--- src/rtl/spi_reg_slave_pkg.sv ---
// Shared frame geometry and FSM state type for the SPI register-write front end.
package spi_reg_slave_pkg;

    localparam int unsigned SPI_FRAME_BITS = 16;
    localparam int unsigned SPI_ADDR_BITS  = 8;
    localparam int unsigned SPI_CNT_W      = 5;

    typedef enum logic [1:0] {
        ST_IDLE,
        ST_ADDR,
        ST_DATA,
        ST_DONE
    } spi_state_e;

endpackage

--- src/rtl/spi_reg_slave_sync_edge.sv ---
// Multi-stage synchronizer with rise/fall pulse detection on the synchronized level.
module spi_reg_slave_sync_edge
    import spi_reg_slave_pkg::*;
#(
    parameter int unsigned SYNC_STAGES = 2,
    parameter logic        RST_VAL     = 1'b0
) (
    input  logic clk_i,
    input  logic rst_i,
    input  logic d_i,
    output logic rise_o,
    output logic fall_o
);

    logic [SYNC_STAGES-1:0] sync_q;
    logic                   prev_q;
    logic [SYNC_STAGES:0]   settle_q;
    logic                   lvl;

    always_ff @(posedge clk_i) begin
        if (rst_i) begin
            sync_q   <= {SYNC_STAGES{RST_VAL}};
            prev_q   <= RST_VAL;
            settle_q <= '0;
        end else begin
            sync_q   <= {sync_q[SYNC_STAGES-2:0], d_i};
            prev_q   <= sync_q[SYNC_STAGES-1];
            settle_q <= {settle_q[SYNC_STAGES-1:0], 1'b1};
        end
    end

    // Edges are suppressed until the chain has refilled from the pin after reset,
    // so a pin already away from the reset level does not look like a fresh edge.
    assign lvl    = sync_q[SYNC_STAGES-1];
    assign rise_o = settle_q[SYNC_STAGES] &  lvl & ~prev_q;
    assign fall_o = settle_q[SYNC_STAGES] & ~lvl &  prev_q;

endmodule

--- src/rtl/spi_reg_slave.sv ---
// SPI mode-0 register-write slave: oversampled 16-bit address/data frames with data-phase readback.
module spi_reg_slave
    import spi_reg_slave_pkg::*;
#(
    parameter int unsigned SYNC_STAGES = 2,
    parameter int unsigned FRAME_BITS  = SPI_FRAME_BITS
) (
    input  logic       CLK,
    input  logic       RST,
    input  logic       SCK,
    input  logic       SS_N,
    input  logic       MOSI,
    output logic       MISO,
    output logic       MISO_OE,
    input  logic [7:0] READ_DATA,
    output logic [7:0] SPI_ADDRESS,
    output logic [7:0] SPI_DATA,
    output logic       RISING_SS,
    output logic       FRAME_ERROR
);

    logic sck_rise, sck_fall, ss_rise, ss_fall;
    logic [SYNC_STAGES-1:0] mosi_q;
    logic                   mosi_s;

    spi_reg_slave_sync_edge #(.SYNC_STAGES(SYNC_STAGES), .RST_VAL(1'b0)) u_sck_sync (
        .clk_i (CLK),
        .rst_i (RST),
        .d_i   (SCK),
        .rise_o(sck_rise),
        .fall_o(sck_fall)
    );

    spi_reg_slave_sync_edge #(.SYNC_STAGES(SYNC_STAGES), .RST_VAL(1'b1)) u_ss_sync (
        .clk_i (CLK),
        .rst_i (RST),
        .d_i   (SS_N),
        .rise_o(ss_rise),
        .fall_o(ss_fall)
    );

    always_ff @(posedge CLK) begin
        if (RST) mosi_q <= '0;
        else     mosi_q <= {mosi_q[SYNC_STAGES-2:0], MOSI};
    end
    assign mosi_s = mosi_q[SYNC_STAGES-1];

    spi_state_e           state_q;
    logic [SPI_CNT_W-1:0] cnt_q, cnt_d;
    logic [7:0]           rx_q, rx_d;
    logic [7:0]           tx_q;
    logic [7:0]           shadow_q;
    logic [1:0]           cap_q;
    logic [7:0]           addr_q, data_q;
    logic                 rss_q, fe_q, miso_q, oe_q;

    always_comb begin
        cnt_d = (cnt_q == '1) ? cnt_q : cnt_q + 1'b1;
        rx_d  = {rx_q[6:0], mosi_s};
    end

    always_ff @(posedge CLK) begin
        if (RST) begin
            state_q  <= ST_IDLE;
            cnt_q    <= '0;
            rx_q     <= '0;
            tx_q     <= '0;
            shadow_q <= '0;
            cap_q    <= '0;
            addr_q   <= '0;
            data_q   <= '0;
            rss_q    <= 1'b0;
            fe_q     <= 1'b0;
            miso_q   <= 1'b0;
            oe_q     <= 1'b0;
        end else begin
            rss_q <= 1'b0;
            fe_q  <= 1'b0;
            // Two-stage delay after the address update gives the external mux a settle cycle.
            cap_q <= {cap_q[0], 1'b0};
            if (cap_q[1]) tx_q <= READ_DATA;

            if (ss_fall) begin
                state_q <= ST_ADDR;
                cnt_q   <= '0;
                rx_q    <= '0;
                cap_q   <= '0;
                miso_q  <= 1'b0;
                oe_q    <= 1'b1;
            end else if (state_q != ST_IDLE) begin
                if (ss_rise) begin
                    if (cnt_q == SPI_CNT_W'(FRAME_BITS)) begin
                        data_q <= shadow_q;
                        rss_q  <= 1'b1;
                    end else begin
                        fe_q   <= 1'b1;
                    end
                    state_q <= ST_IDLE;
                    miso_q  <= 1'b0;
                    oe_q    <= 1'b0;
                end else begin
                    if (sck_fall && state_q == ST_DATA) begin
                        miso_q <= tx_q[7];
                        tx_q   <= {tx_q[6:0], 1'b0};
                    end
                    if (sck_rise) begin
                        cnt_q <= cnt_d;
                        unique case (state_q)
                            ST_ADDR: begin
                                rx_q <= rx_d;
                                if (cnt_d == SPI_CNT_W'(SPI_ADDR_BITS)) begin
                                    addr_q  <= rx_d;
                                    cap_q   <= 2'b01;
                                    state_q <= ST_DATA;
                                end
                            end
                            ST_DATA: begin
                                rx_q <= rx_d;
                                if (cnt_d == SPI_CNT_W'(FRAME_BITS)) begin
                                    shadow_q <= rx_d;
                                    state_q  <= ST_DONE;
                                end
                            end
                            default: ;
                        endcase
                    end
                end
            end
        end
    end

    assign SPI_ADDRESS = addr_q;
    assign SPI_DATA    = data_q;
    assign RISING_SS   = rss_q;
    assign FRAME_ERROR = fe_q;
    assign MISO        = miso_q;
    assign MISO_OE     = oe_q;

endmodule

--- config.mk ---
export PLATFORM = sky130hd
export DESIGN_NAME = spi_reg_slave
export DESIGN_NICKNAME = d
export VERILOG_FILES = /design/src/rtl/spi_reg_slave_pkg.sv /design/src/rtl/spi_reg_slave_sync_edge.sv /design/src/rtl/spi_reg_slave.sv
export SDC_FILE = /design/constraint.sdc
export NUM_CORES = 1
export LEC_CHECK = 0
export BUFFER_PORTS_ARGS = -buffer_cell sky130_fd_sc_hd__buf_2
export CELL_PAD_IN_SITES_DETAIL_PLACEMENT = 0
export CELL_PAD_IN_SITES_GLOBAL_PLACEMENT = 2
export CORE_AREA = 4 4 87 89
export CTS_CLUSTER_SIZE = 20
export DETAILED_ROUTE_END_ITERATION = 8
export DIE_AREA = 0 0 91 93
export HOLD_SLACK_MARGIN = 0.15
export PLACE_DENSITY_LB_ADDON = 0.2
export SETUP_SLACK_MARGIN = 0.15
export SYNTH_ARGS = -nofsm -noshare
export SYNTH_HDL_FRONTEND = slang
export SYNTH_SLANG_ARGS = --single-unit
--- constraint.sdc ---
create_clock -name CLK -period 4.35 [get_ports CLK]
set_input_delay 0.87 -clock CLK [delete_from_list [all_inputs] [get_ports CLK]]
set_output_delay 0.87 -clock CLK [all_outputs]
set_load 0.1 [all_outputs]
### After elaboration in Yosys (flattened, before gate mapping)

Index checks and enable logic that the tools add are counted.

| word-level totals | value |
|---|---|
| register bits after elaboration | 66 |
| logic and storage cells | 100 |

| cells by class | value |
|---|---|
| add/sub/neg operators | 1 |
| eq/ne operators | 10 |
| muxes and demuxes | 27 |
| bitwise operators | 17 |
| reduce and logical (&&, ||, !) cells | 22 |

Operators with widths:

| cell | number |
|---|---|
| two-way mux 8 bit | 5 |
| two-way mux 2 bit | 9 |
| == test 5 bit (second input constant) | 3 |
| AND reduction 6 bit | 2 |
| two-way mux 1 bit | 11 |
| AND reduction 5 bit | 2 |
| nonzero test 2 bit | 5 |
| inverter 1 bit | 9 |
| AND 1 bit | 8 |
| AND reduction 4 bit | 2 |
| nonzero test 3 bit | 2 |
| OR reduction 6 bit | 1 |
| adder 5 x 1 -> 5 bit (second input constant) | 1 |
| == test 5 x 4 -> 1 bit (second input constant) | 1 |
| two-way mux 5 bit | 1 |
| != test 4 x 3 -> 1 bit (second input constant) | 1 |
| != test 4 bit (second input constant) | 1 |
| one-hot mux 2 bit (2 select lines) | 1 |
| AND reduction 2 bit | 2 |
| nonzero test 4 bit | 1 |
| OR reduction 2 bit | 2 |
| OR reduction 4 bit | 1 |
| != test 3 x 2 -> 1 bit (second input constant) | 1 |
| != test 3 bit (second input constant) | 1 |
| 4 further kinds | 4 |

### Depth between registers and ports, before layout

Gate-level depths: netlist (run 1).

| logic depth | value |
|---|---|
| depth after elaboration | 9 |
| gate-level depth with buffers | 8 |
| mapped depth without buffers | 8 |

### Cells and area by module

Synthesis (run 1) repeated with hierarchy kept, for this count alone.

| second synthesis, totals | value |
|---|---|
| cells, all modules | 266 |
| area total of the unflattened synthesis | 2558.7 um^2 |

Modules (own cells, without submodules):

| module | times used | cells an instance | area an instance (um^2) |
|---|---|---|---|
| spi_reg_slave | 1 | 238 | 2213.4 |
| spi_reg_slave_sync_edge | 2 | 14 | 172.7 |

### Worst setup path before layout (run 1)

Ideal clock, no wire load.

| timing path | value |
|---|---|
| path kind | reg2reg |
| from | reg cnt_q[1] |
| to | reg addr_q[0], in the netlist SPI_ADDRESS[0] |
| library setup time | 128 ps |
| arrival | 1885 ps |
| path slack | 2337 ps |
| cell stages (with the launch flop) | 9 |
| clock period less this slack | 2013 ps |
| cell sequence | dfxtp_1 ha_1 buf_4 nand4_2 mux2_4 nand4b_1 nor3_4 mux2i_1 nor2_1 |

| on the way | value |
|---|---|
| word-level cells in the longest chain between the ends | 4 |
| elaborated cells between the ends (all ways) | 5 |
| classes of those cells | add/sub: 1; eq/ne: 2; mux: 1; reduce/logical: 1 |

Ends and longest elaborated chain:

| item | line | text |
|---|---|---|
| start: declaration | spi_reg_slave.sv:49 | `logic [SPI_CNT_W-1:0] cnt_q, cnt_d;` |
| start signal: assignment | spi_reg_slave.sv:107 | `cnt_q <= cnt_d;` |
| adder 5 x 1 -> 5 bit or == test 5 bit (tied branches) | spi_reg_slave.sv:58 | `cnt_d = (cnt_q == '1) ? cnt_q : cnt_q + 1'b1;` |
| two-way mux 5 bit * | spi_reg_slave.sv:58 |  |
| == test 5 x 4 -> 1 bit * | spi_reg_slave.sv:111 | `if (cnt_d == SPI_CNT_W'(SPI_ADDR_BITS)) begin` |
| AND reduction 6 bit (no source line) * | -- |  |
| end signal: assignment | spi_reg_slave.sv:112 | `addr_q <= rx_d;` |
| end: declaration | spi_reg_slave.sv:54 | `logic [7:0] addr_q, data_q;` |

Every way passes the cells marked *; elsewhere a longest branch is shown, timed or not.
A chain may end at the register's enable or synchronous reset.

### Worst setup path after layout (run 1)

| timing path | value |
|---|---|
| from | reg cnt_q[1] |
| to | reg addr_q[4], in the netlist SPI_ADDRESS[4] |

Same word-level chain as after synthesis.

==> flow_metrics.tcl, run 1 <==
set metrics [dict create \
    layout_setup_ws_ns 1.939 \
    drt_iter0_markers 83 \
    die_h_um 93 \
    h-tree-depth 3 \
    dieArea_um2 8463 \
    place_ws_ns 1.740 \
    ys_ff_latch 63 \
    ios 33 \
    setup_violations 0 \
    hp-class "reg2reg" \
    synth_area_um2 2554 \
    rows 30 \
    drive_gt1_frac 0.2013 \
    final_hold_viol_count 0 \
    port_buffers 32 \
    cp_top_family "simple AND/OR/NAND/NOR gates" \
    ff2ff_setup_slack_ns 1.94 \
    yosysUniqueCellTypes 42 \
    fmax_ghz 0.4148 \
    via_count 1912 \
    grt_first_pass_wirelength_mm 8.604 \
    dpl.hpwl_mm 3.412 \
    initial_core_util 0.3780 \
    path_buf_inv 0 \
    ctsResizeCount 0 \
    min_from "u_ss_sync.sync_q[0]" \
    power_per_cell_area_nw_per_um2 368.4 \
    cap_violations 0 \
    peakVddDrop_mv 0.1260 \
    fin_skew_ns 0.005890 \
    grt_start_max_net_pins 47 \
    r2r_end "SPI_ADDRESS[4]" \
    rr_startpoint "cnt_q[1]" \
    grt_pass1_vias 1814 \
    root_buffer "clkbuf_8" \
    routed_wl_mm 5.171 \
    insertedDiodeCount 0 \
    grt_overflow_total 0 \
    end_kind "flop" \
    drv_slew 0 \
    ys_warn_count 0 \
    synth_edf_count 0 \
    vias_per_cell 4.992 \
    rr_worst_depth 7 \
    slew_headroom 0.4704 \
    clk_pin_slew_ns 0.07 \
    rsz0062_at_grt "no" \
    synth_area_leaders "dfxtp_1 49%, mux2i_1 13%, nor2_1 6.0%" \
    cts_hold_buf 0 \
    ant_nets 0 \
    worstHoldPathCells 1 \
    antenna_found_initial 0 \
    nFillCells 727 \
    ys.flop_type "dfxtp_1" \
    die_x_um 91 \
    placed_area_um2 2761 \
    cts.sinks 63 \
    ys_seq_area_frac 0.4939 \
    cp_slowest_cell "nor3_4" \
    worstMarginPinSlew_ns 0.7943 \
    fin_tns_setup_ns 0 \
    total_leakage_power_nw 1.150 \
    cts_tree "done" \
    seqCellArea_um2 1261 \
    fin_util 0.4372 \
    status "finished clean" \
    cts_made_buffers 9 \
    fin_area_um2 2954 \
    period_minus_slack_ns 2.411 \
    async_flop_share 0 \
    core-area_um2 6756 \
    multi_input_area_um2 1202 \
    slowest_delay_ns 0.52 \
    yosysMostFrequentCell "dfxtp_1" \
    synth.net_count 286 \
    worstPathCellList "ha_1 > nand4_2 > mux2_4 > nand4b_1 > nor3_4 > mux2i_1 > nor2_1" \
    syn_inst 268 \
    crit_type "reg2reg" \
    synth_common_cells "63 x dfxtp_1, 41 x nor2_1, 32 x mux2i_1" \
    finalPower_mw 1.088 \
    first_pass_iters 4 \
    cp_max_fo 8 \
    cp-start-kind "flop" \
    postCtsSetupBuffers 0 \
    hold_end "u_ss_sync.sync_q[1]" \
    finalCritPeriodShare 0.5542 \
    drcViolationCount 0 \
    wl_per_cell_um 13.50 \
    grt_usage 0.1290 \
    place_congestion 0.7285 \
    clockBufferDepth 2 \
    crit_arrival_ns 2.61 \
    netlist.area_leader.share 0.4939 \
    required_ns 4.55 \
    synth_area_leader_cell "dfxtp_1" \
    final_nets 316 \
    clock_latency_ns 0.33 \
    avgSynthCellArea_um2 9.529 \
    synthToLayoutAreaGrowth_pct 15.68 \
]
-- sequential cells by signal, summed over array words and instances, names as in the netlist, 3 cells and up --
register             flops
tx_q                     8
cnt_q                    5
shadow_q                 8
u_sck_sync.settle_q      3
SPI_DATA                 8
rx_q                     7
SPI_ADDRESS              8
-- per-layer routing --
metal	routed length (µm)	track usage
met1	2577	0.1645
met2	2350	0.2017
met3	164	0.03218
met4	78	0.06784
met5	0	0
-- final cells by class --
class	instances	area share
timing repair buffer	34	0.05930
clock buffer	10	0.04320
clock inverter	6	0.02075
tap	80	0.03388
inverter	7	0.008895
sequential	63	0.4269
multi-input combinational	183	0.4070
-- worst max-delay path by stage --
| stage | startpoint | endpoint | depth (start not counted) |
|---|---|---|---|
| 6_report | cnt_q[1] | SPI_ADDRESS[4] | 7 |
| 3_3_place_gp | RST | FRAME_ERROR | 5 |
| 2_1_floorplan | cnt_q[1] | SPI_ADDRESS[0] | 8 |
| 4_1_cts | cnt_q[1] | SPI_ADDRESS[4] | 7 |
| 5_1_grt | cnt_q[1] | SPI_ADDRESS[3] | 7 |
| 3_5_place_dp | RST | FRAME_ERROR | 5 |
-- metrics by stage --
stage               hold WS (ns)  cells
finish                    0.4104    383
global route              0.4422    383
CTS                       0.4155    383
detailed placement        0.3935    367
global placement          0.3976    367
floorplan                 0.3895    268
-- layout by cell type, fill, tap and decap left out, types with 2 or more instances in the layout --
| cell type | synthesis | routed |
|---|---|---|
| dfxtp_1 | 63 | 63 |
| mux2i_1 | 32 | 32 |
| ha_1 | 5 | 5 |
| nor3_1 | 4 | 4 |
| clkinv_2 | 0 | 3 |
| nor2_1 | 41 | 41 |
| buf_2 | 3 | 32 |
| nand2b_1 | 4 | 4 |
| inv_1 | 7 | 7 |
| buf_4 | 2 | 2 |
| nand2_1 | 19 | 19 |
| or2_2 | 4 | 4 |
| nand3b_1 | 3 | 3 |
| a21oi_1 | 15 | 15 |
| clkbuf_8 | 0 | 9 |
| nor2b_1 | 11 | 11 |
| nand3_1 | 9 | 9 |
| a211oi_1 | 11 | 11 |
-- report_power, final --
group	total (mW)	switching, mW	internal [mW]
Clock	0.480	0.218	0.262
Combinational	0.0239	0.0151	0.00884
Sequential	0.584	0.00282	0.581
-- kinds of logic (layout without fill, tap and decap cells) --
| logic type | after synthesis | after routing | synth area share |
|---|---|---|---|
| flip-flops | 63 | 63 | 0.4939 |
| adder cells (fa/ha/maj) | 5 | 5 | 0.02450 |
| AND/OR/NAND/NOR | 106 | 106 | 0.2077 |
| XOR/XNOR | 2 | 2 | 0.006861 |
| multiplexers | 34 | 34 | 0.1357 |
| AO/OA/AOI/OAI | 36 | 36 | 0.09457 |
| buffers and inverters | 22 | 57 | 0.03675 |
(Power assumes the default switching activity.)
==> run 2, diff against run 1 <==
ABC_AREA = 1   (was default)
CORE_AREA = 4 4 94 96   (was 4 4 87 89)
DIE_AREA = 0 0 98 100   (was 0 0 91 93)
clock period = 2.3 ns   (was 4.35 ns; I/O delays follow)
==> run 2 against run 1 <==
Combinational power rose by 140%; clock skew fell by 0.0017 ns; final cell count rose by 24%; fmax rose by 21%; sequential power rose by 88%; largest cell class unchanged; via count rose by 11%; highest routed layer unchanged.
==> flow_metrics.tcl, run 2 <==
set metrics [dict create \
    ant_nets 0 \
    seqPwrFrac 0.539 \
    synth.net_count 341 \
    slew_headroom 0.5659 \
    die_x_um 98 \
    final_cells 474 \
    fin_skew_ns 0.004202 \
    period_minus_slack_ns 1.995 \
    hp-class "in2reg" \
    wl_per_cell_um 12.24 \
    async_flop_share 0 \
    ios 33 \
    dieArea_um2 9800 \
    grt_overflow_total 0 \
    rr_startpoint "cnt_q[1]" \
    crit_type "reg2reg" \
    r2r_end "SPI_ADDRESS[4]" \
    power_frac_clock 0.433 \
    syn_inst 323 \
    final_common_cell "dfxtp_1" \
    ys_seq_area_frac 0.4900 \
    cp_top_family "simple AND/OR/NAND/NOR gates" \
    finalPower_mw 2.047 \
    first_pass_iters 4 \
    power_switching_mw 0.4998 \
    yosysMostFrequentCell "dfxtp_1" \
    cap_violations 0 \
    routed_wl_mm 5.800 \
    synth_common_cells "63 x dfxtp_1, 45 x inv_1, 40 x a21oi_1, 40 x nand2_1, 40 x o21ai_0" \
    power_switching_share 0.2442 \
    cts_made_buffers 9 \
    antenna_found_initial 0 \
    status "finished clean" \
    ys_ff_latch 63 \
    fin_tns_setup_ns 0 \
    synth_area_um2 2574 \
    slowest_delay_ns 0.42 \
    synth_edf_count 0 \
    grt_first_pass_wirelength_mm 9.439 \
    end_kind "flop" \
    total_leakage_power_nw 1.283 \
    ys_warn_count 0 \
    clk_pin_slew_ns 0.07 \
    yosys.area_share.simple 0.1940 \
    rows 33 \
    worstPathCellList "ha_2 > nand4_2 > nand3_1 > nand2_1 > nor2_4 > nand4_2 > o21ai_0 > a21oi_1" \
    drv_slew 0 \
    ys.flop_type "dfxtp_1" \
    cp-start-kind "flop" \
    clockBufferDepth 2 \
    drcViolationCount 0 \
    h-tree-depth 3 \
    rr_worst_depth 8 \
    power_per_cell_area_nw_per_um2 666.9 \
    ff2ff_setup_slack_ns 0.31 \
    cp_max_fo 7 \
    synth_compound_area_frac 0.1847 \
    place_congestion 0.7039 \
    p_int_mw 1.547 \
    worstHoldPathCells 2 \
    cp_slowest_cell "dfxtp_1" \
    port_buffers 32 \
    crit_arrival_ns 2.23 \
    netlist.area_leader.share 0.4900 \
    drt_iter0_markers 68 \
    dpl.hpwl_mm 4.091 \
    crit_start "cnt_q[1]" \
    synth_top_family_by_area "simple AND/OR/NAND/NOR gates" \
    worstMarginPinSlew_ns 0.6488 \
    die_h_um 100 \
    grt_usage 0.1221 \
    final_nets 382 \
    grt_pass1_vias 1959 \
    via_count 2117 \
    synthToLayoutAreaGrowth_pct 19.25 \
    final_hold_viol_count 0 \
    grt_start_max_net_pins 20 \
    min_from "SS_N" \
    synth_area_leaders "dfxtp_1 49%, a21oi_1 7.8%, o21ai_0 7.8%" \
    cp_common_cell "nand4_2" \
    fin_util 0.3812 \
    setup_violations 0 \
    synthAdderAreaFrac 0.02431 \
    synth_xor_xnor_area_share 0 \
    mostFrequentLayoutCells "62 x dfxtp_1, 45 x inv_1, 40 x nand2_1, 40 x a21oi_1, 34 x o21ai_0" \
    cts_tree "done" \
    rsz0062_at_grt "no" \
    synth_area_leader_cell "dfxtp_1" \
    root_buffer "clkbuf_8" \
    peakVddDrop_mv 0.4435 \
    p_comb_frac 0.028 \
    vias_per_cell 4.466 \
    initial_core_util 0.3197 \
    drive_gt1_frac 0.2195 \
    avgSynthCellArea_um2 7.968 \
    path_buf_inv 0 \
    hold_end "u_ss_sync.sync_q[0]" \
    core-area_um2 8051 \
    insertedDiodeCount 0 \
    clock_latency_ns 0.34 \
    cts.sinks 63 \
    required_ns 2.53 \
    finalCritPeriodShare 0.8673 \
    fmax_ghz 0.5013 \
    synthMuxAreaShare 0.008264 \
    dp_cells 455 \
    yosysUniqueCellTypes 33 \
]
==> run 2: changes by cell type in the layout (fill, tap and decap cells not counted), sizes merged, moves of 9 or more <==
cell / change
mux2i: -31
inv: +47
nand2: +23
nor2: -10
a211oi: -9
nor2b: -11
a21oi: +26
o21ai: +44
==> run 2: metal layers <==
layer / share of wire / vias to the layer above / GRT usage
li1: - / 1139 / -
met1: 0.47 / 940 / 0.1481
met2: 0.48 / 27 / 0.1990
met3: 0.037 / 11 / 0.03683
met4: 0.018 / 0 / 0.05751
met5: 0 / - / 0
==> run 2: kinds of logic after synthesis <==
kind of cell               after synthesis
AOI/OAI and AO/OA                       91
adders and majority gates                5
buffers and inverters                   62
DFF                                     63
muxes                                    2
and+or+nand+nor                        100
==> run 2: power by group through the flow <==
stage | registers, mW | logic, mW | clock network (mW)
after global placement | 1.13 | 0.0594 | 0
final | 1.10 | 0.0581 | 0.886
after floorplan | 1.13 | 0.0305 | 0
after global routing | 1.10 | 0.0680 | 0.962
after CTS | 1.10 | 0.0597 | 0.913
after detailed placement | 1.13 | 0.0594 | 0
==> run 2: worst max-delay path by stage <==
stage	end	slack, ns	cells after the start
6_report	SPI_ADDRESS[4]	0.31	8
5_1_grt	SPI_ADDRESS[4]	0.15	8
4_1_cts	SPI_ADDRESS[1]	0.19	8
3_5_place_dp	SPI_ADDRESS[1]	0.20	8
3_3_place_gp	SPI_ADDRESS[7]	0.18	8
2_1_floorplan	SPI_ADDRESS[6]	0.60	9
==> run 2: per-stage QoR <==
step           setup WS [ns]  hold slack [ns]  cell area (µm²)
3_5_place_dp          0.2045           0.3975             2856
6_report              0.3051           0.3138             3069
4_1_cts               0.1875           0.3085             3038
2_1_floorplan         0.5959           0.3883             2574
3_3_place_gp          0.1782           0.3933             2856
5_1_grt               0.1530           0.3104             3069
==> run 2: final cells by class <==
class,count,area [µm²]
tap,105,131.4
multi-input combinational,199,1074
fill,897,4982
clock inverter,6,43.79
clock buffer,10,137.6
timing repair buffer,39,225.2
inverter,52,195.2
sequential,63,1262
==> run 2: timing repair <==
action,in CTS,in global routing
setup buffers,0,2
hold buffers,0,0
resized for setup,0,8
endpoints found under the setup margin,0,16
